[config.mk]
export PLATFORM = sky130hd
export DESIGN_NAME = mmap_read_arbiter
export DESIGN_NICKNAME = d
export VERILOG_FILES = /design/src/rtl/mmap_read_arbiter.sv
export SDC_FILE = /design/constraint.sdc
export NUM_CORES = 1
export LEC_CHECK = 0
export BUFFER_PORTS_ARGS = -buffer_cell sky130_fd_sc_hd__buf_2
export CAP_MARGIN = 20
export CORE_AREA = 2 2 535 537
export DETAILED_ROUTE_END_ITERATION = 16
export DIE_AREA = 0 0 537 539
export GPL_TIMING_DRIVEN = 0
export MAX_ROUTING_LAYER = met4
export PLACE_DENSITY = 0.3
export SLEW_MARGIN = 20
export SYNTH_ARGS = -nofsm -noshare
export SYNTH_HDL_FRONTEND = slang
export SYNTH_SLANG_ARGS = --single-unit
[constraint.sdc]
create_clock -name clk -period 5.62 [get_ports clk]
set_input_delay 0.843 -clock clk [delete_from_list [all_inputs] [get_ports clk]]
set_output_delay 0.843 -clock clk [all_outputs]
set_load 0.01 [all_outputs]
[src/rtl/mmap_read_arbiter.sv]
// Round-robin arbiter sharing one async_mmap read port among NumPorts requesters.
// A tag FIFO records the owner of each outstanding read so responses route back in issue order.
//
// state   | meaning
// IDLE    | no grant; pick next requester scanning from rr_ptr
// GRANTED | grant_q owns the address channel for up to MaxRun accepts
module mmap_read_arbiter #(
  parameter int NumPorts       = 4,
  parameter int PortIdWidth    = 2,
  parameter int AddrWidth      = 64,
  parameter int DataWidth      = 512,
  parameter int MaxOutstanding = 64,
  parameter int OutstandingLog = 6,
  parameter int MaxRun         = 16,
  parameter int RunWidth       = 4
) (
  input  logic                          clk,
  input  logic                          rst_n,
  input  logic [NumPorts*AddrWidth-1:0] req_addr_din,
  input  logic [NumPorts-1:0]           req_addr_write,
  output logic [NumPorts-1:0]           req_addr_full_n,
  output logic [DataWidth-1:0]          resp_data_dout,
  output logic [NumPorts-1:0]           resp_data_empty_n,
  input  logic [NumPorts-1:0]           resp_data_read,
  output logic [AddrWidth-1:0]          read_addr_din,
  output logic                          read_addr_write,
  input  logic                          read_addr_full_n,
  input  logic [DataWidth-1:0]          read_data_dout,
  input  logic                          read_data_empty_n,
  output logic                          read_data_read,
  output logic [OutstandingLog:0]       outstanding
);

  typedef enum logic {IDLE, GRANTED} state_t;

  state_t                    state_q, state_d;
  logic [PortIdWidth-1:0]    grant_q, grant_d;
  logic [PortIdWidth-1:0]    rr_ptr_q, rr_ptr_d;
  logic [RunWidth-1:0]       run_cnt_q, run_cnt_d;
  logic [PortIdWidth-1:0]    tag_mem [MaxOutstanding];
  logic [OutstandingLog-1:0] wr_ptr_q, rd_ptr_q;
  logic [OutstandingLog:0]   count_q;
  logic [PortIdWidth-1:0]    pick, head;
  logic                      any_req, tag_not_full, tag_not_empty, can_issue, accept, pop;

  assign tag_not_full  = (count_q != (OutstandingLog+1)'(MaxOutstanding));
  assign tag_not_empty = (count_q != '0);
  assign can_issue     = read_addr_full_n && tag_not_full;
  assign head          = tag_mem[rd_ptr_q];
  assign outstanding   = count_q;
  assign read_addr_din = req_addr_din[grant_q*AddrWidth +: AddrWidth];
  assign read_addr_write = accept;

  // Reverse scan so the candidate closest to rr_ptr is the one left in pick.
  always_comb begin
    pick    = '0;
    any_req = 1'b0;
    for (int i = NumPorts - 1; i >= 0; i--) begin
      if (req_addr_write[PortIdWidth'((int'(rr_ptr_q) + i) % NumPorts)]) begin
        pick    = PortIdWidth'((int'(rr_ptr_q) + i) % NumPorts);
        any_req = 1'b1;
      end
    end
  end

  always_comb begin
    state_d         = state_q;
    grant_d         = grant_q;
    rr_ptr_d        = rr_ptr_q;
    run_cnt_d       = run_cnt_q;
    req_addr_full_n = '0;
    accept          = 1'b0;
    case (state_q)
      IDLE: begin
        if (any_req) begin
          state_d   = GRANTED;
          grant_d   = pick;
          run_cnt_d = '0;
        end
      end
      GRANTED: begin
        req_addr_full_n[grant_q] = can_issue;
        accept = req_addr_write[grant_q] && can_issue;
        if ((accept && run_cnt_q == RunWidth'(MaxRun - 1)) || !req_addr_write[grant_q]) begin
          state_d  = IDLE;
          rr_ptr_d = (grant_q == PortIdWidth'(NumPorts - 1)) ? '0 : grant_q + 1'b1;
        end else if (accept) begin
          run_cnt_d = run_cnt_q + 1'b1;
        end
      end
      default: state_d = IDLE;
    endcase
  end

  always_comb begin
    resp_data_empty_n       = '0;
    resp_data_empty_n[head] = read_data_empty_n && tag_not_empty;
    pop                     = resp_data_read[head] && read_data_empty_n && tag_not_empty;
  end

  assign read_data_read = pop;
  assign resp_data_dout = read_data_dout;

  always_ff @(posedge clk or negedge rst_n) begin
    if (!rst_n) begin
      state_q   <= IDLE;
      grant_q   <= '0;
      rr_ptr_q  <= '0;
      run_cnt_q <= '0;
      wr_ptr_q  <= '0;
      rd_ptr_q  <= '0;
      count_q   <= '0;
    end else begin
      state_q   <= state_d;
      grant_q   <= grant_d;
      rr_ptr_q  <= rr_ptr_d;
      run_cnt_q <= run_cnt_d;
      if (accept) wr_ptr_q <= wr_ptr_q + 1'b1;
      if (pop)    rd_ptr_q <= rd_ptr_q + 1'b1;
      case ({accept, pop})
        2'b10:   count_q <= count_q + 1'b1;
        2'b01:   count_q <= count_q - 1'b1;
        default: count_q <= count_q;
      endcase
    end
  end

  // Tag storage needs no reset; entries are only read while count_q is non-zero.
  always_ff @(posedge clk) begin
    if (accept) tag_mem[wr_ptr_q] <= grant_q;
  end

endmodule

==> impl_metrics.env, run 1 <==
export IMPL_status="finished, final reports clean"
export IMPL_grtUsageMet1=0.170
export IMPL_grt_util_all_layers=0.148
export IMPL_grt_ovfl_total=0
export IMPL_synth_area_um2=12500
export IMPL_cts_root_buf="clkbuf_16"
export IMPL_finalHoldViolations=0
export IMPL_synth_edff_count=128
export IMPL_clk_path_buf_depth=2
export IMPL_critPathTopFamily="compound AO/OA/AOI/OAI gates"
export IMPL_port_buffer_count=860
export IMPL_drcViolationCount=0
export IMPL_post_cts_resized=0
export IMPL_final_max_slew_viol_count=0
export IMPL_synthTopCellsByArea="buf_4 (31%), edfxtp_1 (31%), mux4_2 (16%), dfrtp_1 (5.6%), nor2_1 (2.4%)"
export IMPL_wl_um=215000
export IMPL_r2r_cells=20
export IMPL_setup_violations=0
export IMPL_final_core_util=0.0788
export IMPL_grt_use_met3=0.0835
export IMPL_grt_max_degree=65
export IMPL_place_ws_ns=0.361
export IMPL_yosysMostFrequentCell="buf_4"
export IMPL_grt_pass1_vias=12900
export IMPL_max_slew_margin=0.338
export IMPL_worstPathCellList="clkbuf_8 > buf_2 > mux4_2 > mux2i_1 > nor2_1 > o211ai_1 > a21boi_2 > o31ai_4 > a21o_2 > inv_1 > ha_1 > ha_1 > nor2b_1 > o21a_1 > o21ai_0 > nand2b_1 > a21oi_1 > xnor2_1 > nor2_1 > xor2_1"
export IMPL_slowest_delay_ns=0.52
export IMPL_layout_setup_ws_ns=0.526
export IMPL_endpoint_kind="flop"
export IMPL_synth_common_cells="buf_4 (513), edfxtp_1 (128), mux4_2 (90)"
export IMPL_rows=196
export IMPL_vias=12400
export IMPL_timing_rr_start="rd_ptr_q[2]"
export IMPL_antenna_found_initial=134
export IMPL_reg2reg_to="outstanding[6]"
export IMPL_synth_distinct_cells=56
export IMPL_cpMaxStageDelayCell="o211ai_1"
export IMPL_ctsHoldBuffers=0
export IMPL_dr_pass1_iters=5
export IMPL_grt_busiest_layer="met2"
export IMPL_power_total_uw=7810
export IMPL_n_fill_cell=33400
export IMPL_fp_dieW_um=537
export IMPL_hpwlAfterDp_um=204000
export IMPL_ys_seq_area_frac=0.364
export IMPL_synthFlopType="edfxtp_1"
export IMPL_postCtsSetupBuffers=0
export IMPL_whs_ns=0.476
export IMPL_antenna_left=0
export IMPL_finalSetupTns_ns=0
export IMPL_crit_buf_inv=3
export IMPL_syn2layout_area_growth_pct=79.3
export IMPL_p_int_uw=3890
export IMPL_synth_top_area_share=0.309
export IMPL_numClockSinks=156
export IMPL_htreeDepth=4
export IMPL_netlist_instances=1061
export IMPL_die_h_um=539
export IMPL_cts_buffers=17
export IMPL_rsz0062_at_grt="no"
export IMPL_path_clk_slew_ns=0.08
export IMPL_fin_crit_ns=5.09
export IMPL_startpoint_type="flop"
export IMPL_die_area_um2=289000
export IMPL_crit_type="reg -> reg"
export IMPL_nets=2740
export IMPL_ios=1373
export IMPL_critPathMaxFanout=10
export IMPL_cts_tree="done"
export IMPL_synth_area_leader_cell="buf_4"
export IMPL_ff2ff_setup_slack_ns=0.53
export IMPL_period_share=0.906
export IMPL_clk_latency_ns=0.48
export IMPL_synth_warnings=0
export IMPL_drt_vias_per_instance=2.15
export IMPL_skew_ns=0.0230
export IMPL_ys_ff_latch=156
export IMPL_drv_cap=0
export IMPL_leakage_uw=0.00907
export IMPL_p_seq_frac=0.208
export IMPL_register_area_um2=4550
export IMPL_initial_core_util=0.0439
export IMPL_worstPathArrival_ns=5.45
export IMPL_multi_input_area_um2=3790
export IMPL_wire_per_inst_um=37.2
export IMPL_critPathRequiredTime_ns=5.98
export IMPL_max_freq_mhz=196
export IMPL_layout_drive_gt1_share=0.787
export IMPL_synth_async_reset_ratio=0.179
export IMPL_combPwrFrac=0.640
export IMPL_synth_area_per_cell_um2=11.8
export IMPL_grt_pass1_wl_um=244000
export IMPL_grt_util_met2=0.222
export IMPL_power_density_nw_per_um2=349
export IMPL_hp_class="in -> async"
export IMPL_swShare=0.502
export IMPL_switching_power_uw=3920
export IMPL_worst_pin_slew_ns=0.993
export IMPL_drtIter0Drc=977
export IMPL_syn_nets=1855
export IMPL_ir_drop_mv=0.207
export IMPL_place_congestion=1.08
export IMPL_core_area_um2=284000
export IMPL_power_frac_clock=0.151
==> worst register-to-register path: stages (launching register included) <==
cell and delay (ns):
dfrtp_1 0.50, clkbuf_8 0.27, buf_2 0.36, mux4_2 0.39, mux2i_1 0.35, nor2_1 0.07, o211ai_1 0.52, a21boi_2 0.15
o31ai_4 0.39, a21o_2 0.19, inv_1 0.06, ha_1 0.28, ha_1 0.35, nor2b_1 0.14, o21a_1 0.18, o21ai_0 0.15
nand2b_1 0.07, a21oi_1 0.20, xnor2_1 0.15, nor2_1 0.06, xor2_1 0.15
==> metrics by stage <==
stage          cells  area, um^2
6_report        5782       22400
5_1_grt         5777       22400
4_1_cts         5721       22200
3_5_place_dp    5689       21600
3_3_place_gp    5683       21500
2_1_floorplan   1061       12500
==> routing by layer <==
layer  wire, um  vias up
li1           -     5095
met1      86600     6243
met2      94400      920
met3      28000      153
met4       5800        0
met5          0        -
==> state kept, by name, summed over array words and instances, names as in the netlist <==
register and flops:
grant_q 2, wr_ptr_q 6, rr_ptr_q 2, tag_mem 128, state_q 1, outstanding 7
rd_ptr_q 6, run_cnt_q 4
==> worst max-delay path by stage <==
stage | start | end | slack, ns | cells past startpoint
floorplan | rd_ptr_q[1] | outstanding[6] | 1.53 | 19
global placement | grant_q[0] | read_addr_din[58] | -2.36 | 5
detailed placement | rd_ptr_q[2] | outstanding[6] | 0.36 | 20
CTS | rd_ptr_q[2] | outstanding[6] | 0.33 | 20
global route | rd_ptr_q[2] | outstanding[6] | 0.08 | 20
finish | rd_ptr_q[2] | outstanding[6] | 0.53 | 20
==> final cells by class <==
cell class              count  area share
well taps                3762       0.210
flip-flops and latches    156       0.204
clock buffers              19      0.0203
repair buffers            866       0.198
clock inverters            13     0.00526
diodes                     61     0.00683
inverters                  15     0.00252
multi-input cells         343       0.170
plain buffers             547       0.183
==> logic make-up (layout without fill, tap and decap cells) <==
group	after synthesis	in the layout	share of synthesized area
compound gates	48	48	0.0293
xor+xnor	18	18	0.0126
fa+ha+maj	14	14	0.0146
buf+inv	562	1460	0.332
flops	156	156	0.364
mux	114	114	0.195
other cells	0	61	0
simple gates	149	149	0.0518
==> power groups by stage <==
stage | Sequential [uW] | Combinational (uW) | Clock [uW]
2_1_floorplan | 1670 | 2340 | 0
3_3_place_gp | 1810 | 5120 | 0
3_5_place_dp | 1660 | 5320 | 0
4_1_cts | 1640 | 5330 | 1230
5_1_grt | 1650 | 5400 | 1270
6_report | 1630 | 5000 | 1180
==> cell usage in the layout, fill, tap and decap left out, types with 13 or more instances in the layout <==
cell / netlist / final
buf_4: 513 / 513
o21ai_0: 14 / 14
clkbuf_16: 0 / 18
nand2_1: 33 / 33
diode_2: 0 / 61
dfrtp_1: 28 / 26
buf_2: 1 / 866
inv_1: 14 / 14
mux4_2: 90 / 90
edfxtp_1: 128 / 128
ha_1: 13 / 13
nor2_1: 81 / 81
Power figures use the tool's default switching activity.
==> inputs of run 2 (changes only) <==
--- a/config.mk
+++ b/config.mk
@@ -7,9 +7,9 @@
 export LEC_CHECK = 0
 export BUFFER_PORTS_ARGS = -buffer_cell sky130_fd_sc_hd__buf_2
 export CAP_MARGIN = 20
-export CORE_AREA = 2 2 535 537
+export CORE_AREA = 2 2 529 531
 export DETAILED_ROUTE_END_ITERATION = 16
-export DIE_AREA = 0 0 537 539
+export DIE_AREA = 0 0 531 533
 export GPL_TIMING_DRIVEN = 0
 export MAX_ROUTING_LAYER = met4
 export PLACE_DENSITY = 0.3
==> constraint.sdc (replaced) <==
create_clock -name clk -period 6.2 [get_ports clk]
set_input_delay 0.93 -clock clk [delete_from_list [all_inputs] [get_ports clk]]
set_output_delay 0.93 -clock clk [all_outputs]
set_load 0.05 [all_outputs]
==> run 2 against run 1 <==
Cell count is essentially flat. Critical endpoint unchanged. Sequential power fell by 9.8%. Combinational power increased by 15%. Count of clock-buffer cells in the layout unchanged. Clock skew is 0.0099 ns lower. Worst setup slack improved by 0.59 ns. First-iteration DRC count shrank 13%. Core utilization increased by 0.19 points. Non-clock buffer count did not move. Register-to-register slack better by 0.59 ns.
==> impl_metrics.env, run 2 (same netlist as run 1, synthesis figures left out) <==
export IMPL_status="finished, final reports clean"
export IMPL_r2r_cells=20
export IMPL_wire_per_inst_um=35.1
export IMPL_hp_class="reg -> reg"
export IMPL_power_density_nw_per_um2=369
export IMPL_setup_violations=0
export IMPL_dr_pass1_iters=5
export IMPL_cts_tree="done"
export IMPL_leakage_uw=0.00905
export IMPL_slowest_delay_ns=0.54
export IMPL_core_area_um2=278000
export IMPL_regMostFlops="tag_mem"
export IMPL_fin_crit_ns=5.08
export IMPL_max_freq_mhz=197
export IMPL_skew_ns=0.0131
export IMPL_period_share=0.820
export IMPL_grt_pass1_wl_um=230000
export IMPL_place_ws_ns=1.01
export IMPL_worstHoldStart="wr_ptr_q[2]"
export IMPL_worstPathCellList="clkbuf_8 > buf_2 > mux4_2 > mux2i_1 > nor2_1 > o211ai_1 > a21boi_2 > o31ai_4 > a21o_2 > inv_1 > ha_1 > ha_1 > nor2b_1 > o21a_1 > o21ai_0 > nand2b_1 > a21oi_1 > xnor2_1 > nor2_1 > xor2_1"
export IMPL_drv_cap=0
export IMPL_timing_rr_start="rd_ptr_q[2]"
export IMPL_drcViolationCount=0
export IMPL_worstPathArrival_ns=5.42
export IMPL_multi_input_area_um2=3790
export IMPL_critPathMaxFanout=10
export IMPL_cts_buffers=17
export IMPL_critPathLaunch="rd_ptr_q[2]"
export IMPL_layout_setup_ws_ns=1.12
export IMPL_fp_dieW_um=531
export IMPL_hold_depth=1
export IMPL_die_h_um=533
export IMPL_mostFrequentLayoutCell="buf_2"
export IMPL_port_buffer_count=860
export IMPL_ctsHoldBuffers=0
export IMPL_register_area_um2=4550
export IMPL_final_max_slew_viol_count=0
export IMPL_largest_reg_flops=128
export IMPL_grt_max_degree=65
export IMPL_most_common_layout_cells="buf_2 (865), buf_4 (513), edfxtp_1 (128), mux4_2 (90), nor2_1 (81)"
export IMPL_vias=12500
export IMPL_finalHoldViolations=0
export IMPL_max_slew_margin=0.296
export IMPL_grt_pass1_vias=12500
export IMPL_crit_type="reg -> reg"
export IMPL_ios=1373
export IMPL_syn2layout_area_growth_pct=79.6
export IMPL_hpwlAfterDp_um=194000
export IMPL_postCtsSetupBuffers=0
export IMPL_startpoint_type="flop"
export IMPL_grt_util_all_layers=0.142
export IMPL_numClockSinks=156
export IMPL_ir_drop_mv=0.147
export IMPL_path_clk_slew_ns=0.07
export IMPL_antenna_found_initial=156
export IMPL_htreeDepth=4
export IMPL_die_area_um2=283000
export IMPL_crit_buf_inv=3
export IMPL_cts_root_buf="clkbuf_16"
export IMPL_worstHoldEndpoint="wr_ptr_q[2]"
export IMPL_reg2reg_to="outstanding[6]"
export IMPL_clk_latency_ns=0.45
export IMPL_grt_ovfl_total=0
export IMPL_final_core_util=0.0806
export IMPL_ff2ff_setup_slack_ns=1.12
export IMPL_cpMaxStageDelayCell="o211ai_1"
export IMPL_rsz0062_at_grt="no"
export IMPL_critPathRequiredTime_ns=6.53
export IMPL_wl_um=203000
export IMPL_layout_drive_gt1_share=0.786
export IMPL_endpoint_kind="flop"
export IMPL_worst_pin_slew_ns=1.06
export IMPL_antenna_left=0
export IMPL_n_fill_cell=32500
export IMPL_clk_path_buf_depth=2
export IMPL_place_congestion=1.13
export IMPL_placed_cells=5651
export IMPL_drtIter0Drc=849
export IMPL_nets=2740
export IMPL_post_cts_resized=0
export IMPL_finalSetupTns_ns=0
export IMPL_initial_core_util=0.0449
export IMPL_critPathTopFamily="compound AO/OA/AOI/OAI gates"
export IMPL_rows=194
export IMPL_fin_cells=5784
export IMPL_drt_vias_per_instance=2.17
## run 2: changes by cell type in the layout (fill, tap and decap cells not counted), sizes merged
cell,change
clkbuf,+1
buf,-1
diode,+40
inv,-4
clkinv,+1
clkinvlp,+3
## run 2: per-layer routing
layer | vias to the layer above | share of wire | global-route usage
met2 | 977 | 0.43 | 0.210
met1 | 6265 | 0.38 | 0.157
met4 | 0 | 0.026 | 0.0297
li1 | 5158 | - | -
met5 | - | 0 | -
met3 | 138 | 0.16 | 0.0979
## run 2: layout make-up
type,count,area share
repair buffers,866,0.198
well taps,3724,0.208
clock buffers,19,0.0198
clock inverters,13,0.00486
flip-flops and latches,156,0.203
diodes,101,0.0113
inverters,15,0.00251
plain buffers,547,0.183
multi-input cells,343,0.169
## run 2: worst max path at each step
stage / endpoint / slack [ns] / cells past startpoint
3_5_place_dp: outstanding[6] / 1.01 / 21
5_1_grt: outstanding[6] / 0.72 / 20
6_report: outstanding[6] / 1.12 / 20
4_1_cts: read_data_read / 0.95 / 11
3_3_place_gp: read_addr_din[62] / -1.63 / 5
2_1_floorplan: outstanding[6] / 1.81 / 19
## run 2: through the flow
step                area [um^2]  hold WS, ns  total power (uW)
floorplan                 12500        0.459              5000
global placement          21400        0.485              7540
detailed placement        21600        0.495              7600
CTS                       22100        0.504              8640
global route              22400        0.535              8730
finish                    22400        0.501              8260
## run 2: power breakdown
part           leakage (uW)  internal [uW]  switching (uW)
Sequential          0.00150           1350             127
Clock              0.000263            532             484
Combinational       0.00728           1630            4140
Total               0.00905           3510            4750
==> inputs of run 3 (changes only) <==
--- a/config.mk
+++ b/config.mk
@@ -7,9 +7,9 @@
 export LEC_CHECK = 0
 export BUFFER_PORTS_ARGS = -buffer_cell sky130_fd_sc_hd__buf_2
 export CAP_MARGIN = 20
-export CORE_AREA = 2 2 529 531
+export CORE_AREA = 2 2 535 537
 export DETAILED_ROUTE_END_ITERATION = 16
-export DIE_AREA = 0 0 531 533
+export DIE_AREA = 0 0 537 539
 export GPL_TIMING_DRIVEN = 0
 export MAX_ROUTING_LAYER = met4
 export PLACE_DENSITY = 0.3
==> constraint.sdc (replaced) <==
create_clock -name clk -period 4.8 [get_ports clk]
set_input_delay 0.72 -clock clk [delete_from_list [all_inputs] [get_ports clk]]
set_output_delay 0.72 -clock clk [all_outputs]
set_load 0.05 [all_outputs]
==> run 3 against run 2 <==
Critical path depth grew 1. Register-to-register slack worse by 0.79 ns. Sequential share of layout area about the same. Combinational power is 33% higher. Global-route usage increased by 0.58 points. Worst setup slack lost 0.79 ns. Clock skew up 0.0094 ns. Sequential power is 30% higher. Largest power group unchanged.
==> impl_metrics.env, run 3 (same netlist as run 1, synthesis figures left out) <==
export IMPL_initial_core_util=0.0439
export IMPL_status="finished, final reports clean"
export IMPL_crit_buf_inv=4
export IMPL_clk_path_buf_depth=2
export IMPL_vias=12400
export IMPL_place_congestion=1.08
export IMPL_leakage_uw=0.00909
export IMPL_core_area_um2=284000
export IMPL_critPathMaxFanout=10
export IMPL_wl_um=215000
export IMPL_nets=2745
export IMPL_worstPathCellList="buf_6 > buf_12 > buf_12 > mux4_2 > mux2i_4 > o22ai_1 > a311oi_2 > a31oi_4 > o31ai_4 > a21o_2 > inv_1 > ha_2 > ha_1 > nor2b_1 > o21a_1 > o21ai_1 > nand2b_1 > a21oi_2 > xnor2_1 > nor2_1 > xor2_1"
export IMPL_skew_ns=0.0225
export IMPL_startpoint_type="flop"
export IMPL_antenna_found_initial=134
export IMPL_htreeDepth=4
export IMPL_worstPathArrival_ns=4.83
export IMPL_syn2layout_area_growth_pct=79.9
export IMPL_ios=1373
export IMPL_cts_root_buf="clkbuf_16"
export IMPL_power_total_uw=11000
export IMPL_fp_dieW_um=537
export IMPL_max_freq_mhz=224
export IMPL_clk_latency_ns=0.48
export IMPL_largest_reg_flops=128
export IMPL_slowest_delay_ns=0.55
export IMPL_fin_crit_ns=4.47
export IMPL_worst_pin_slew_ns=0.991
export IMPL_mostFrequentLayoutCell="buf_2"
export IMPL_cts_tree="done"
export IMPL_drcViolationCount=0
export IMPL_hpwlAfterDp_um=204000
export IMPL_stdcell_area_um2=22400
export IMPL_crit_type="reg -> reg"
export IMPL_final_core_util=0.0790
export IMPL_drt_vias_per_instance=2.15
export IMPL_power_density_nw_per_um2=489
export IMPL_cts_buffers=17
export IMPL_max_slew_margin=0.339
export IMPL_dpl_cell_area_um2=21600
export IMPL_grt_pass1_wl_um=244000
export IMPL_hp_class="in -> async"
export IMPL_setup_violations=0
export IMPL_most_common_layout_cells="buf_2 (865), buf_4 (519), edfxtp_1 (128), mux4_2 (90), nor2_1 (81)"
export IMPL_rsz0062_at_grt="no"
export IMPL_grt_util_all_layers=0.148
export IMPL_drtIter0Drc=1030
export IMPL_ir_drop_mv=0.242
export IMPL_grt_max_degree=65
export IMPL_layout_drive_gt1_share=0.791
export IMPL_critPathRequiredTime_ns=5.16
export IMPL_wire_per_inst_um=37.2
export IMPL_die_h_um=539
export IMPL_grt_pass1_vias=12900
export IMPL_port_buffer_count=860
export IMPL_drv_cap=0
export IMPL_critPathTopFamily="compound AO/OA/AOI/OAI gates"
export IMPL_dr_pass1_iters=5
export IMPL_period_share=0.931
export IMPL_endpoint_kind="flop"
export IMPL_finalHoldViolations=0
export IMPL_numClockSinks=156
export IMPL_antenna_left=0
export IMPL_die_area_um2=289000
export IMPL_regMostFlops="tag_mem"
export IMPL_path_common_cell="buf_12"
export IMPL_cpMaxStageDelayCell="mux4_2"
export IMPL_grt_ovfl_total=0
export IMPL_rows=196
export IMPL_path_clk_slew_ns=0.08
export IMPL_final_max_slew_viol_count=0
run 3: worst paths after layout:
path	startpoint	to	depth (start not counted)	slack (ns)
worst max-delay path	rd_ptr_q[1]	outstanding[6]	21	0.33
worst min-delay path	rst_n	outstanding[0]	1	0.36
worst max register to register	rd_ptr_q[1]	outstanding[6]	21	0.33
worst min register to register	wr_ptr_q[2]	wr_ptr_q[2]	1	0.50
max in group asynchronous	rst_n	grant_q[0]	1	3.75
min in group clk	wr_ptr_q[2]	wr_ptr_q[2]	1	0.50
run 3: cell type report:
class	count	area, um^2
antenna	60	150
buffer	547	4100
clock buffer	19	454
clock inverter	13	118
fill	33400	262000
inverter	15	56.3
multi-input combinational	343	3830
sequential	156	4550
tap	3762	4710
timing repair buffer	871	4470
run 3: worst register-to-register path, cell delays in order, from the launching register on:
cell and delay [ns]:
dfrtp_1 0.37, buf_6 0.17, buf_12 0.18, buf_12 0.18, mux4_2 0.56, mux2i_4 0.20, o22ai_1 0.12, a311oi_2 0.33
a31oi_4 0.13, o31ai_4 0.31, a21o_2 0.16, inv_1 0.06, ha_2 0.22, ha_1 0.33, nor2b_1 0.14, o21a_1 0.18
o21ai_1 0.12, nand2b_1 0.08, a21oi_2 0.16, xnor2_1 0.13, nor2_1 0.06, xor2_1 0.15
run 3: stage by stage:
stage                     cells  setup TNS (ns)  hold WS, ns  setup WS, ns
after CTS                  5723               0        0.376       0.00929
after global placement     5683         -141.05        0.493         -3.12
after detailed placement   5689          -0.892        0.482        -0.459
after global routing       5782               0        0.395        0.0183
final                      5786               0        0.357         0.329
after floorplan            1061               0        0.424         0.413
run 3: power breakdown:
group          internal, uW  switching [uW]
logic                  2180            5510
registers              1740             167
clock network           714             667
run 3: timing repair:
| item | CTS | global route |
|---|---|---|
| pin swaps | 2 | 2 |
| hold buffers | 0 | 0 |
| gates resized for setup | 5 | 6 |
| setup buffers | 2 | 3 |
| setup endpoints to repair | 4 | 2 |
run 3: layer usage:
layer | GRT usage | up-vias | share of wire
li1 | - | 5105 | -
met1 | 0.170 | 6258 | 0.41
met2 | 0.222 | 921 | 0.44
met3 | 0.0835 | 153 | 0.13
met4 | 0.0340 | 0 | 0.027
met5 | - | - | 0
